**config.mk**
```make
export PLATFORM = sky130hd
export DESIGN_NAME = coin_change_gen
export DESIGN_NICKNAME = d
export VERILOG_FILES = /design/src/rtl/coin_pkg.sv /design/src/rtl/coin_select.sv /design/src/rtl/coin_change_gen.sv
export SDC_FILE = /design/constraint.sdc
export NUM_CORES = 1
export LEC_CHECK = 0
export ABC_AREA = 0
export ABC_CLOCK_PERIOD_IN_PS = 2800
export BUFFER_PORTS_ARGS = -buffer_cell sky130_fd_sc_hd__buf_2
export CORE_UTILIZATION = 40
export CTS_BUF_LIST = sky130_fd_sc_hd__clkbuf_4 sky130_fd_sc_hd__clkbuf_8
export DETAILED_ROUTE_END_ITERATION = 7
export SYNTH_ARGS = -nofsm -noshare
export SYNTH_HDL_FRONTEND = slang
export SYNTH_SLANG_ARGS = --single-unit
```
**constraint.sdc**
```tcl
create_clock -name clk -period 2.8 [get_ports clk]
set_clock_uncertainty 0.15 [all_clocks]
set_input_delay 0.28 -clock clk [delete_from_list [all_inputs] [get_ports clk]]
set_output_delay 0.28 -clock clk [all_outputs]
set_load 0.05 [all_outputs]
```
**src/rtl/coin_pkg.sv**
```systemverilog
// Shared types and defaults for the coin change dispenser.
package coin_pkg;

  typedef enum logic [2:0] {
    ST_IDLE,
    ST_CHECK,
    ST_GIVE,
    ST_FAIL,
    ST_DONE
  } coin_state_t;

  // Index 0 holds the largest coin: {25,10,5,1} packed with 8-bit entries.
  localparam logic [31:0] DEF_DENOM_VAL = {8'd1, 8'd5, 8'd10, 8'd25};

  function automatic int idx_w(input int n);
    return (n > 1) ? $clog2(n) : 1;
  endfunction

endpackage

```
**src/rtl/coin_select.sv**
```systemverilog
// Combinational picker: lowest index whose coin fits the remainder and is in stock.
module coin_select
  import coin_pkg::*;
#(
  parameter int AMT_W     = 8,
  parameter int NUM_DENOM = 4,
  parameter int STK_W     = 4,
  localparam int IDX_W    = idx_w(NUM_DENOM)
) (
  input  logic [AMT_W-1:0]           rem,
  input  logic [NUM_DENOM*STK_W-1:0] stock,
  input  logic [NUM_DENOM*AMT_W-1:0] denom_val,
  output logic                       found,
  output logic [IDX_W-1:0]           idx
);

  logic [NUM_DENOM-1:0] elig;

  for (genvar gi = 0; gi < NUM_DENOM; gi++) begin : g_elig
    assign elig[gi] = (denom_val[gi*AMT_W +: AMT_W] <= rem) &&
                      (stock[gi*STK_W +: STK_W] != '0);
  end

  // Scan high to low so the lowest eligible index is the last one written.
  always_comb begin
    found = |elig;
    idx   = '0;
    for (int i = NUM_DENOM - 1; i >= 0; i--) begin
      if (elig[i]) idx = IDX_W'(i);
    end
  end

endmodule

```
**src/rtl/coin_change_gen.sv**
```systemverilog
// Greedy change dispenser with finite per-denomination stock, refill and rollback.
module coin_change_gen
  import coin_pkg::*;
#(
  parameter int AMT_W                          = 8,
  parameter int NUM_DENOM                      = 4,
  parameter logic [NUM_DENOM*AMT_W-1:0] DENOM_VAL = DEF_DENOM_VAL,
  parameter int STK_W                          = 4,
  parameter int INIT_STOCK                     = 4,
  localparam int IDX_W                         = idx_w(NUM_DENOM)
) (
  input  logic                       clk,
  input  logic                       rst_n,
  input  logic                       in_valid,
  output logic                       in_ready,
  input  logic [AMT_W-1:0]           in_amount,
  input  logic                       refill_valid,
  output logic                       refill_ready,
  input  logic [IDX_W-1:0]           refill_idx,
  input  logic [STK_W-1:0]           refill_cnt,
  output logic                       out_valid,
  input  logic                       out_ready,
  output logic [NUM_DENOM*AMT_W-1:0] out_counts,
  output logic                       out_error,
  output logic [NUM_DENOM*STK_W-1:0] stock
);

  coin_state_t state_reg, state_next;

  logic [AMT_W-1:0]           rem_reg;
  logic [IDX_W-1:0]           sel_reg;
  logic                       err_reg;
  logic [NUM_DENOM*AMT_W-1:0] counts_vec;
  logic [NUM_DENOM*STK_W-1:0] stock_vec;
  logic                       sel_found;
  logic [IDX_W-1:0]           sel_idx;
  logic [AMT_W-1:0]           sel_val;
  logic                       accept;
  logic                       refill_fire;

  coin_select #(
    .AMT_W    (AMT_W),
    .NUM_DENOM(NUM_DENOM),
    .STK_W    (STK_W)
  ) u_select (
    .rem      (rem_reg),
    .stock    (stock_vec),
    .denom_val(DENOM_VAL),
    .found    (sel_found),
    .idx      (sel_idx)
  );

  always_ff @(posedge clk or negedge rst_n) begin
    if (!rst_n) state_reg <= ST_IDLE;
    else        state_reg <= state_next;
  end

  always_comb begin
    state_next = state_reg;
    case (state_reg)
      ST_IDLE:  if (in_valid) state_next = ST_CHECK;
      ST_CHECK: begin
        if (rem_reg == '0)  state_next = ST_DONE;
        else if (sel_found) state_next = ST_GIVE;
        else                state_next = ST_FAIL;
      end
      ST_GIVE:  state_next = ST_CHECK;
      ST_FAIL:  state_next = ST_DONE;
      ST_DONE:  if (out_ready) state_next = ST_IDLE;
      default:  state_next = ST_IDLE;
    endcase
  end

  always_comb begin
    in_ready     = (state_reg == ST_IDLE);
    refill_ready = (state_reg == ST_IDLE) || (state_reg == ST_DONE);
    out_valid    = (state_reg == ST_DONE);
  end

  assign accept      = (state_reg == ST_IDLE) && in_valid;
  assign refill_fire = refill_valid && refill_ready;
  assign out_counts  = counts_vec;
  assign out_error   = err_reg;
  assign stock       = stock_vec;

  always_comb begin
    sel_val = '0;
    for (int i = 0; i < NUM_DENOM; i++) begin
      if (sel_reg == IDX_W'(i)) sel_val = DENOM_VAL[i*AMT_W +: AMT_W];
    end
  end

  always_ff @(posedge clk or negedge rst_n) begin
    if (!rst_n) begin
      rem_reg <= '0;
      sel_reg <= '0;
      err_reg <= 1'b0;
    end else begin
      case (state_reg)
        ST_IDLE: if (in_valid) begin
          rem_reg <= in_amount;
          err_reg <= 1'b0;
        end
        ST_CHECK: if (sel_found) sel_reg <= sel_idx;
        ST_GIVE:  rem_reg <= rem_reg - sel_val;
        ST_FAIL:  err_reg <= 1'b1;
        default:  ;
      endcase
    end
  end

  for (genvar gi = 0; gi < NUM_DENOM; gi++) begin : g_denom
    logic [AMT_W-1:0] cnt_reg;
    logic [STK_W-1:0] stk_reg;
    logic [STK_W:0]   refill_sum;
    logic             give_hit;
    logic             refill_hit;

    assign give_hit   = (state_reg == ST_GIVE) && (sel_reg == IDX_W'(gi));
    // An index beyond NUM_DENOM-1 matches no slot and is silently dropped.
    assign refill_hit = refill_fire && (refill_idx == IDX_W'(gi));
    assign refill_sum = {1'b0, stk_reg} + {1'b0, refill_cnt};

    always_ff @(posedge clk or negedge rst_n) begin
      if (!rst_n)                      cnt_reg <= '0;
      else if (accept)                 cnt_reg <= '0;
      else if (give_hit)               cnt_reg <= cnt_reg + 1'b1;
      else if (state_reg == ST_FAIL)   cnt_reg <= '0;
    end

    // Coins given in this request came out of this counter, so rollback fits.
    always_ff @(posedge clk or negedge rst_n) begin
      if (!rst_n)                      stk_reg <= STK_W'(INIT_STOCK);
      else if (give_hit)               stk_reg <= stk_reg - 1'b1;
      else if (state_reg == ST_FAIL)   stk_reg <= stk_reg + STK_W'(cnt_reg);
      else if (refill_hit)             stk_reg <= refill_sum[STK_W] ? '1 : refill_sum[STK_W-1:0];
    end

    assign counts_vec[gi*AMT_W +: AMT_W] = cnt_reg;
    assign stock_vec[gi*STK_W +: STK_W]  = stk_reg;
  end

endmodule
```
==> out/summary.md, run 1 <==
For the max-slew violation total from the final report, the log shows 0. The floorplan core area came out at 11600 um2. Leaving out fill and tap cells, the most frequent cells in the layout are 70 x sky130_fd_sc_hd__buf_2, 58 x sky130_fd_sc_hd__dfrtp_1, 55 x sky130_fd_sc_hd__nand2_1, 50 x sky130_fd_sc_hd__o21ai_0, 45 x sky130_fd_sc_hd__nor2_1. The depth of the worst register-to-register path was 8. The start point of the worst hold path was in_amount[2]. For the number of remaining DRC errors, the log shows 5.

Violation count after the first detailed-route iteration: 249. The total inserted antenna cells was 0; the clock latency on the worst-skew pair was 0.37 ns. In the final routed layout, each cell accounts on average for 16.4 um. The tools report the total CTS buffers as 9. The worst path in the final design needs a cycle of 2.40 ns, including I/O delays and setup. For the final RePlAce weighted congestion, the log shows 0.842.

Setup repair after global routing left no endpoint under its margin. STA classifies the critical path endpoint as a flip-flop. The highest layer touched by signal routing is met4.

The number of flip-flops in the largest register came out at 32. Once placement finished, the instance area stood at 5370 um2. The number of global-route vias before repair came out at 4231. The worst setup path is of the reg2reg kind.

The area of the die was 12500 um2. The flip-flop cell with the highest count after synthesis was sky130_fd_sc_hd__dfrtp_1. The area growth from synthesis to layout is 16.6%. The tools report the net count of the finished layout as 696.

The I/O pin count is 71. Synthesized area: 4810 um2. Yosys printed 0 warnings.

The number of hold violations in the final report is 0. The clock drives 62 sinks. For the net count after synthesis, the log shows 618. The worst supply voltage drop on vdd was 0.638 mV; the largest fanout on the critical path was 8. The synthesized design contains 0 enable-type register cells. Setup violations remaining at the end of the flow were counted as 0.

The number of standard cells after synthesis was 549. The slowest stage cell on the critical path is sky130_fd_sc_hd__dfrtp_1. The layout has 1135 filler cells. The first detailed-routing pass ran for 6 iterations. The share of final-layout standard cells stronger than drive strength 1 was 0.199; the number of stages on the worst hold path was 2. TritonCTS built the clock tree. The library cell used most frequently in the layout, excluding fill and tap cells, is sky130_fd_sc_hd__buf_2. The run gives 0.547 as the remaining max-slew budget at the tightest pin. Overflow left after global routing: 0. The die extent in y was 112 um; the sum of routed wire segments on met1 was 6.21 mm.

Entering global routing, the biggest net connects 36 pins. For the total routing usage reported by global routing, the log shows 0.217. Required time of the worst setup path: 2.93 ns. The tools report the post-route standard cell area excluding fillers as 5610 um2. Leakage power: 2.69 nW. The floorplan step set the die width to 112 um. After clock tree synthesis, the clock-pin slew on the worst setup and hold paths is 0.07 ns.

The H-tree depth was 3. Wire segments on met2 add up to 5.82 mm in the final route. Across the run, the number of max-cap violations was 0. The class of the worst hold path is in2reg.

For the worst-case register-to-register setup slack, the log shows 0.40 ns. The routed via count divided by cell count was 5.69. For this run, the slowest stage of the critical path takes 0.45 ns. The count of unique library cells instantiated by Yosys came out at 75. The final reports fail on DRC. The summed negative setup slack over all endpoints is 0 ns. The tools report the number of antenna violations at the first check in global routing as 0. The final critical-path share of the clock period is 0.856, and the number of vias in the routed layout is 4411.

Registers take 1560 um2. The worst setup path is launched from a flip-flop. The initialized floorplan defines 39 standard-cell rows. Sequential element share of the synthesized area: 0.323. The flow ran to the end, but the final reports show violations. Power spread over the standard cell area amounts to 1080 nW/um2.

Static timing analysis puts the maximum clock frequency at 0.417 GHz. Async set or reset register ratio after synthesis: 1.00. At the pin with the least slew margin, the transition time is 0.680 ns. The wire length of the first global-routing pass is 21.4 mm. Traced cell by cell, the critical path runs through nand2b_1 -> ha_1 -> fa_1 -> nor2b_1 -> o21a_1 -> o21ai_0 -> and4_1 -> nor3_1.

In this run the remaining antenna-violating nets after routing total 0. In this run, synthesis produced a sequential element count of 62. The endpoint identified for the worst register-to-register timing path is rem_reg[6]$_DFFE_PN0P_. The endpoint of the worst hold-timing path was rem_reg[2]$_DFFE_PN0P_. The initial standard-cell utilization of the core was 0.416; the detailed placement HPWL was 9.50 mm.

The post-CTS setup buffer count is 0. The routed design uses 452 um of met3 wire. The run gives 2 as the number of buffers between clock root and the deepest sink. After detailed routing, the total wire length is 12.7 mm. The worst register-to-register path begins at sel_reg[1]$_DFFE_PN0P_. The run gives 2.52 ns as the critical path arrival. The mean cell area of the mapped netlist came out at 8.77 um2. The tools report the cell at the root of the clock tree as sky130_fd_sc_hd__clkbuf_8. Summing all multi-input logic gate instances after layout gives 3050 um2. The port buffer count works out to 70.
per-stage QoR:
| stage | power (W) | hold WS, ns | cells | setup WS (ns) | utilization |
|---|---|---|---|---|---|
| global route | 0.00656 | 0.0428 | 775 | 0.212 | 0.485 |
| global placement | 0.00506 | 0.214 | 757 | 0.481 | 0.464 |
| finish | 0.00605 | 0.0500 | 775 | 0.404 | 0.485 |
| detailed placement | 0.00513 | 0.208 | 757 | 0.405 | 0.464 |
| CTS | 0.00608 | 0.0329 | 775 | 0.393 | 0.485 |
| floorplan | 0.00423 | -0.166 | 549 | 0.0354 | - |
how the worst max path moves through the flow:
stage                                   startpoint                endpoint  slack [ns]  cells past startpoint
after floorplan           state_reg[0]$_DFFE_PN0P_  rem_reg[1]$_DFFE_PN0P_        0.04                      7
after global placement      sel_reg[1]$_DFFE_PN0P_  rem_reg[6]$_DFFE_PN0P_        0.48                      8
after detailed placement    sel_reg[1]$_DFFE_PN0P_  rem_reg[6]$_DFFE_PN0P_        0.41                      8
after CTS                   sel_reg[1]$_DFFE_PN0P_  rem_reg[6]$_DFFE_PN0P_        0.39                      8
after global routing        sel_reg[1]$_DFFE_PN0P_  rem_reg[6]$_DFFE_PN0P_        0.21                      8
final                       sel_reg[1]$_DFFE_PN0P_  rem_reg[6]$_DFFE_PN0P_        0.40                      8
metal layers:
layer | track usage | vias to the layer above
li1 | - | 2160
met1 | 0.299 | 2148
met2 | 0.338 | 88
met3 | 0.0376 | 15
met4 | 0.0856 | 0
met5 | 0 | -
where the power goes:
group / total, W / leakage [nW] / internal, W / switching [W]
combinational: 0.00354 / 1.79 / 0.00134 / 0.00220
clock: 0.000921 / 0.117 / 0.000543 / 0.000378
sequential: 0.00159 / 0.783 / 0.00116 / 0.000434
total: 0.00605 / 2.69 / 0.00304 / 0.00301
layout make-up:
type	count	area share
inverters	33	0.0221
flip-flops and latches	62	0.277
clock buffers	12	0.0272
well taps	143	0.0319
clock inverters	4	0.0125
multi-input cells	436	0.543
repair buffers	85	0.0856
worst max-delay path, delay by kind of cell, from the launching register on:
family / cells / cell delay [ns]
AO/OA/AOI/OAI: 2 / 0.23
adder cells (fa/ha/maj): 2 / 0.65
flip-flops: 1 / 0.45
AND/OR/NAND/NOR: 4 / 0.82
cell families after synthesis:
kind of cell	synth area share
xor+xnor	0.0437
fa+ha+maj	0.146
compound gates	0.231
flops	0.323
mux	0.0156
simple gates	0.197
buf+inv	0.0429
Yosys cell counts (4+ instances only):
cell type,instances,area share
sky130_fd_sc_hd__dfrtp_1,58,0.30
sky130_fd_sc_hd__nand2_1,55,0.043
sky130_fd_sc_hd__o21ai_0,50,0.052
sky130_fd_sc_hd__nor2_1,45,0.035
sky130_fd_sc_hd__ha_1,41,0.11
sky130_fd_sc_hd__inv_1,32,0.025
sky130_fd_sc_hd__a21oi_1,23,0.024
sky130_fd_sc_hd__o22ai_1,15,0.020
sky130_fd_sc_hd__xor2_1,15,0.027
sky130_fd_sc_hd__and3_1,14,0.018
sky130_fd_sc_hd__nor3_1,13,0.014
sky130_fd_sc_hd__buf_2,12,0.012
sky130_fd_sc_hd__fa_1,9,0.037
sky130_fd_sc_hd__nand2b_1,9,0.012
sky130_fd_sc_hd__nand3_1,9,0.0094
sky130_fd_sc_hd__o21ai_1,9,0.0094
sky130_fd_sc_hd__xnor2_1,9,0.016
sky130_fd_sc_hd__a211oi_1,8,0.012
sky130_fd_sc_hd__a21o_1,8,0.012
sky130_fd_sc_hd__a31oi_1,7,0.0091
sky130_fd_sc_hd__clkbuf_1,6,0.0047
sky130_fd_sc_hd__nor3b_1,6,0.0094
sky130_fd_sc_hd__nor2b_1,5,0.0065
sky130_fd_sc_hd__o31ai_1,5,0.0078
sky130_fd_sc_hd__or3_1,5,0.0065
sky130_fd_sc_hd__dfstp_2,4,0.022
sky130_fd_sc_hd__mux2_2,4,0.0094
sky130_fd_sc_hd__o21bai_1,4,0.0062
what timing repair did:
item / in CTS / in global routing
endpoints found under the hold margin: 27 / 0
gates resized for setup: 0 / 0
setup endpoints to repair: 0 / 0
hold buffers: 2 / 0
(Power assumes the default switching activity.)
==> run 2, diff against run 1 <==
--- a/config.mk
+++ b/config.mk
@@ -11,6 +11,7 @@
 export CORE_UTILIZATION = 40
 export CTS_BUF_LIST = sky130_fd_sc_hd__clkbuf_4 sky130_fd_sc_hd__clkbuf_8
 export DETAILED_ROUTE_END_ITERATION = 7
+export MAX_ROUTING_LAYER = met4
 export SYNTH_ARGS = -nofsm -noshare
 export SYNTH_HDL_FRONTEND = slang
 export SYNTH_SLANG_ARGS = --single-unit
==> run 2 against run 1 <==
The run still ends with DRC left. Register-to-register slack about the same. Power is 0.12% lower. Worst setup slack got worse by 0.0029 ns. Count of clock-buffer cells in the layout is the same. Sequential power about the same. Global-route usage is 0.62 points higher. First-iteration DRC count up 0.80%. Sequential cell count did not move. Routed wire length down 0.51%. Clock power about the same. Largest cell class unchanged. Highest routed layer unchanged.
==> out/summary.md, run 2 (synthesis results as in run 1) <==
The run finished, with violations left. The final reports fail on DRC. The number of vias in the routed layout was 4404 (-0.16%); the final hold slack was 0.0507 ns (+0.000778 ns). For the I/O pin count, the log shows 71 (unchanged). The port buffer count works out to 70 (unchanged). The critical path arrival is 2.53 ns (about the same).

The share of final-layout standard cells stronger than drive strength 1 was 0.199 (unchanged). TritonCTS built the clock tree. In this run the critical register-to-register path is captured at rem_reg[6]$_DFFE_PN0P_.

The measured slew at the worst slew-check pin is 0.678 ns (-0.00217 ns). The total routing usage reported by global routing was 0.223 (+0.00621); the number of flip-flops in the largest register was 32 (unchanged). The logs give 0.416 (unchanged) for the initial standard-cell utilization of the core and 251 (+0.80%) for the violation count after the first detailed-route iteration. The run gives 2 (unchanged) as the number of buffers between clock root and the deepest sink.

The tools report the remaining max-slew budget at the tightest pin as 0.548 (+0.00144). The area of the die is 12500 um2 (unchanged), and the power density normalized to cell area is 1080 nW/um2 (-0.12%). The area growth from synthesis to final layout was 16.6% (unchanged); the total CTS buffers was 9 (unchanged). Number of hold violations in the final report: 0 (unchanged). The logs give 0 (unchanged) for the number of violations of the max-capacitance limit and 36 (unchanged) for the largest net degree at the start of global routing.

The final critical-path share of the clock period is 0.857 (+0.00103). The path with the worst hold slack has its endpoint at rem_reg[2]$_DFFE_PN0P_. The number of global-route vias before repair was 4234 (+0.071%); the post-detailed-placement cell area was 5370 um2 (unchanged). The run gives 3 (unchanged) as the H-tree depth. The tools report the net count of the finished layout as 696 (unchanged). The clock latency on the worst-skew pair was 0.37 ns (about the same).

Number of remaining DRC errors: 5 (unchanged). The run gives 2.93 ns (about the same) as the required time of the worst setup path. For the total detailed-routing wirelength, the log shows 12.7 mm (-0.51%).

The library cells used most frequently in the layout, excluding fill and tap cells, are 70 x sky130_fd_sc_hd__buf_2, 58 x sky130_fd_sc_hd__dfrtp_1, 55 x sky130_fd_sc_hd__nand2_1, 50 x sky130_fd_sc_hd__o21ai_0, 45 x sky130_fd_sc_hd__nor2_1. The critical path in this run is classified as reg2reg. The clock sink total came out at 62 (unchanged). Leakage power: 2.69 nW (unchanged). The final setup violation count came out at 0 (unchanged). For the post-route total power, the log shows 0.00604 W (-0.12%).

The die extent in y came out at 112 um (unchanged). The largest fanout on the critical path came out at 8 (unchanged). The routed via count divided by cell count works out to 5.68 (-0.16%). The depth of the worst register-to-register path is 8 (unchanged), and the width of the chip is 112 um (unchanged). The worst-case register-to-register setup slack is 0.40 ns (about the same). The area taken by multi-input logic gates was 3050 um2 (unchanged); the count of filler cells inserted in the layout was 1135 (unchanged).

Setup repair after global routing left no endpoint under its margin. The summed negative setup slack over all endpoints was 0 ns (unchanged). The run gives 0 (unchanged) as the count of nets left with antenna violations after detail routing. The cell sitting at the root of the clock tree is a sky130_fd_sc_hd__clkbuf_8. The worst supply voltage drop on vdd came out at 0.638 mV (about the same). The logs give 0 (unchanged) for the number of antenna violations at the first check in global routing and 9.50 mm (unchanged) for the detailed placement HPWL. The library cell used most frequently in the layout, excluding fill and tap cells, is sky130_fd_sc_hd__buf_2. The run gives 7 (+1) as the number of detailed-routing iterations run before antenna repair.

The worst hold path begins at in_amount[2]. The maximum clock frequency was 0.417 GHz (-0.12%); the post-route standard cell area excluding fillers was 5610 um2 (unchanged). The row count came out at 39 (unchanged). The post-CTS setup buffer count is 0 (unchanged), and the sequential cell area is 1560 um2 (unchanged). The worst setup path is captured at a flip-flop.

The total inserted antenna cells was 0 (unchanged); the wire length of the first global-routing pass was 21.4 mm (-0.19%). The overflow left after global routing is 0 (unchanged). The average detailed-routed wire length per instance was 16.3 um (-0.51%).

Class of the worst hold path: in2reg. The floorplan core area is 11600 um2 (unchanged), and the clock-pin transition on the worst setup and hold timing paths is 0.07 ns (about the same). Nature of the critical path startpoint: a flip-flop. The tools report the final RePlAce weighted congestion as 0.855 (+1.6%). In this run the critical register-to-register path is launched from sel_reg[1]$_DFFE_PN0P_. The number of stages on the worst hold path was 2 (unchanged). The time the worst path needs with I/O delays and setup came out at 2.40 ns (+0.00289 ns).

The max-slew violation total from the final report came out at 0 (unchanged).
-- run 2: cell counts in the layout (fill, tap and decap cells not counted) --
Identical to the previous run, type by type.
-- run 2: how the worst max path moves through the flow --
stage                                         from                     end  cells past startpoint
after floorplan           state_reg[0]$_DFFE_PN0P_  rem_reg[1]$_DFFE_PN0P_                      7
after global placement      sel_reg[1]$_DFFE_PN0P_  rem_reg[6]$_DFFE_PN0P_                      8
after detailed placement    sel_reg[1]$_DFFE_PN0P_  rem_reg[6]$_DFFE_PN0P_                      8
after CTS                   sel_reg[1]$_DFFE_PN0P_  rem_reg[6]$_DFFE_PN0P_                      8
after global routing        sel_reg[1]$_DFFE_PN0P_  rem_reg[6]$_DFFE_PN0P_                      8
final                       sel_reg[1]$_DFFE_PN0P_  rem_reg[6]$_DFFE_PN0P_                      8
-- run 2: final cells by class --
cell class / instances / area share
clock inverters: 4 / 0.0125
well taps: 143 / 0.0319
inverters: 33 / 0.0221
repair buffers: 85 / 0.0856
flip-flops and latches: 62 / 0.277
multi-input cells: 436 / 0.543
clock buffers: 12 / 0.0272
-- run 2: worst max-delay path, stage by stage, from the launching register on --
cell                       delay [ns]
sky130_fd_sc_hd__dfrtp_1         0.46
sky130_fd_sc_hd__nand2b_1        0.26
sky130_fd_sc_hd__ha_1            0.26
sky130_fd_sc_hd__fa_1            0.39
sky130_fd_sc_hd__nor2b_1         0.16
sky130_fd_sc_hd__o21a_1          0.14
sky130_fd_sc_hd__o21ai_0         0.09
sky130_fd_sc_hd__and4_1          0.22
sky130_fd_sc_hd__nor3_1          0.18
-- run 2: repair_timing --
action                                 4_1_cts  5_1_grt
hold buffers                                 2        0
resized for setup                            0        0
endpoints found under the hold margin       27        0
-- run 2: power breakdown --
group / internal, W / switching (W) / total [W]
Combinational: 0.00134 / 0.00219 / 0.00353
Clock: 0.000543 / 0.000380 / 0.000923
Sequential: 0.00116 / 0.000432 / 0.00159
Total: 0.00304 / 0.00300 / 0.00604
-- run 2: metal layers --
layer	wire (um)	GRT usage	up-vias	part of all wire
met3	470	0.0354	17	0.037
met4	223	0.0856	0	0.018
met2	5820	0.338	92	0.46
met1	6140	0.299	2135	0.49
li1	-	-	2160	-
met5	0	-	-	0
-- run 2: metrics by stage --
stage | util | worst slack, ns | instances
floorplan | - | 0.0354 | 549
global placement | 0.464 | 0.481 | 757
detailed placement | 0.464 | 0.405 | 757
CTS | 0.485 | 0.393 | 775
global route | 0.485 | 0.211 | 775
finish | 0.485 | 0.401 | 775
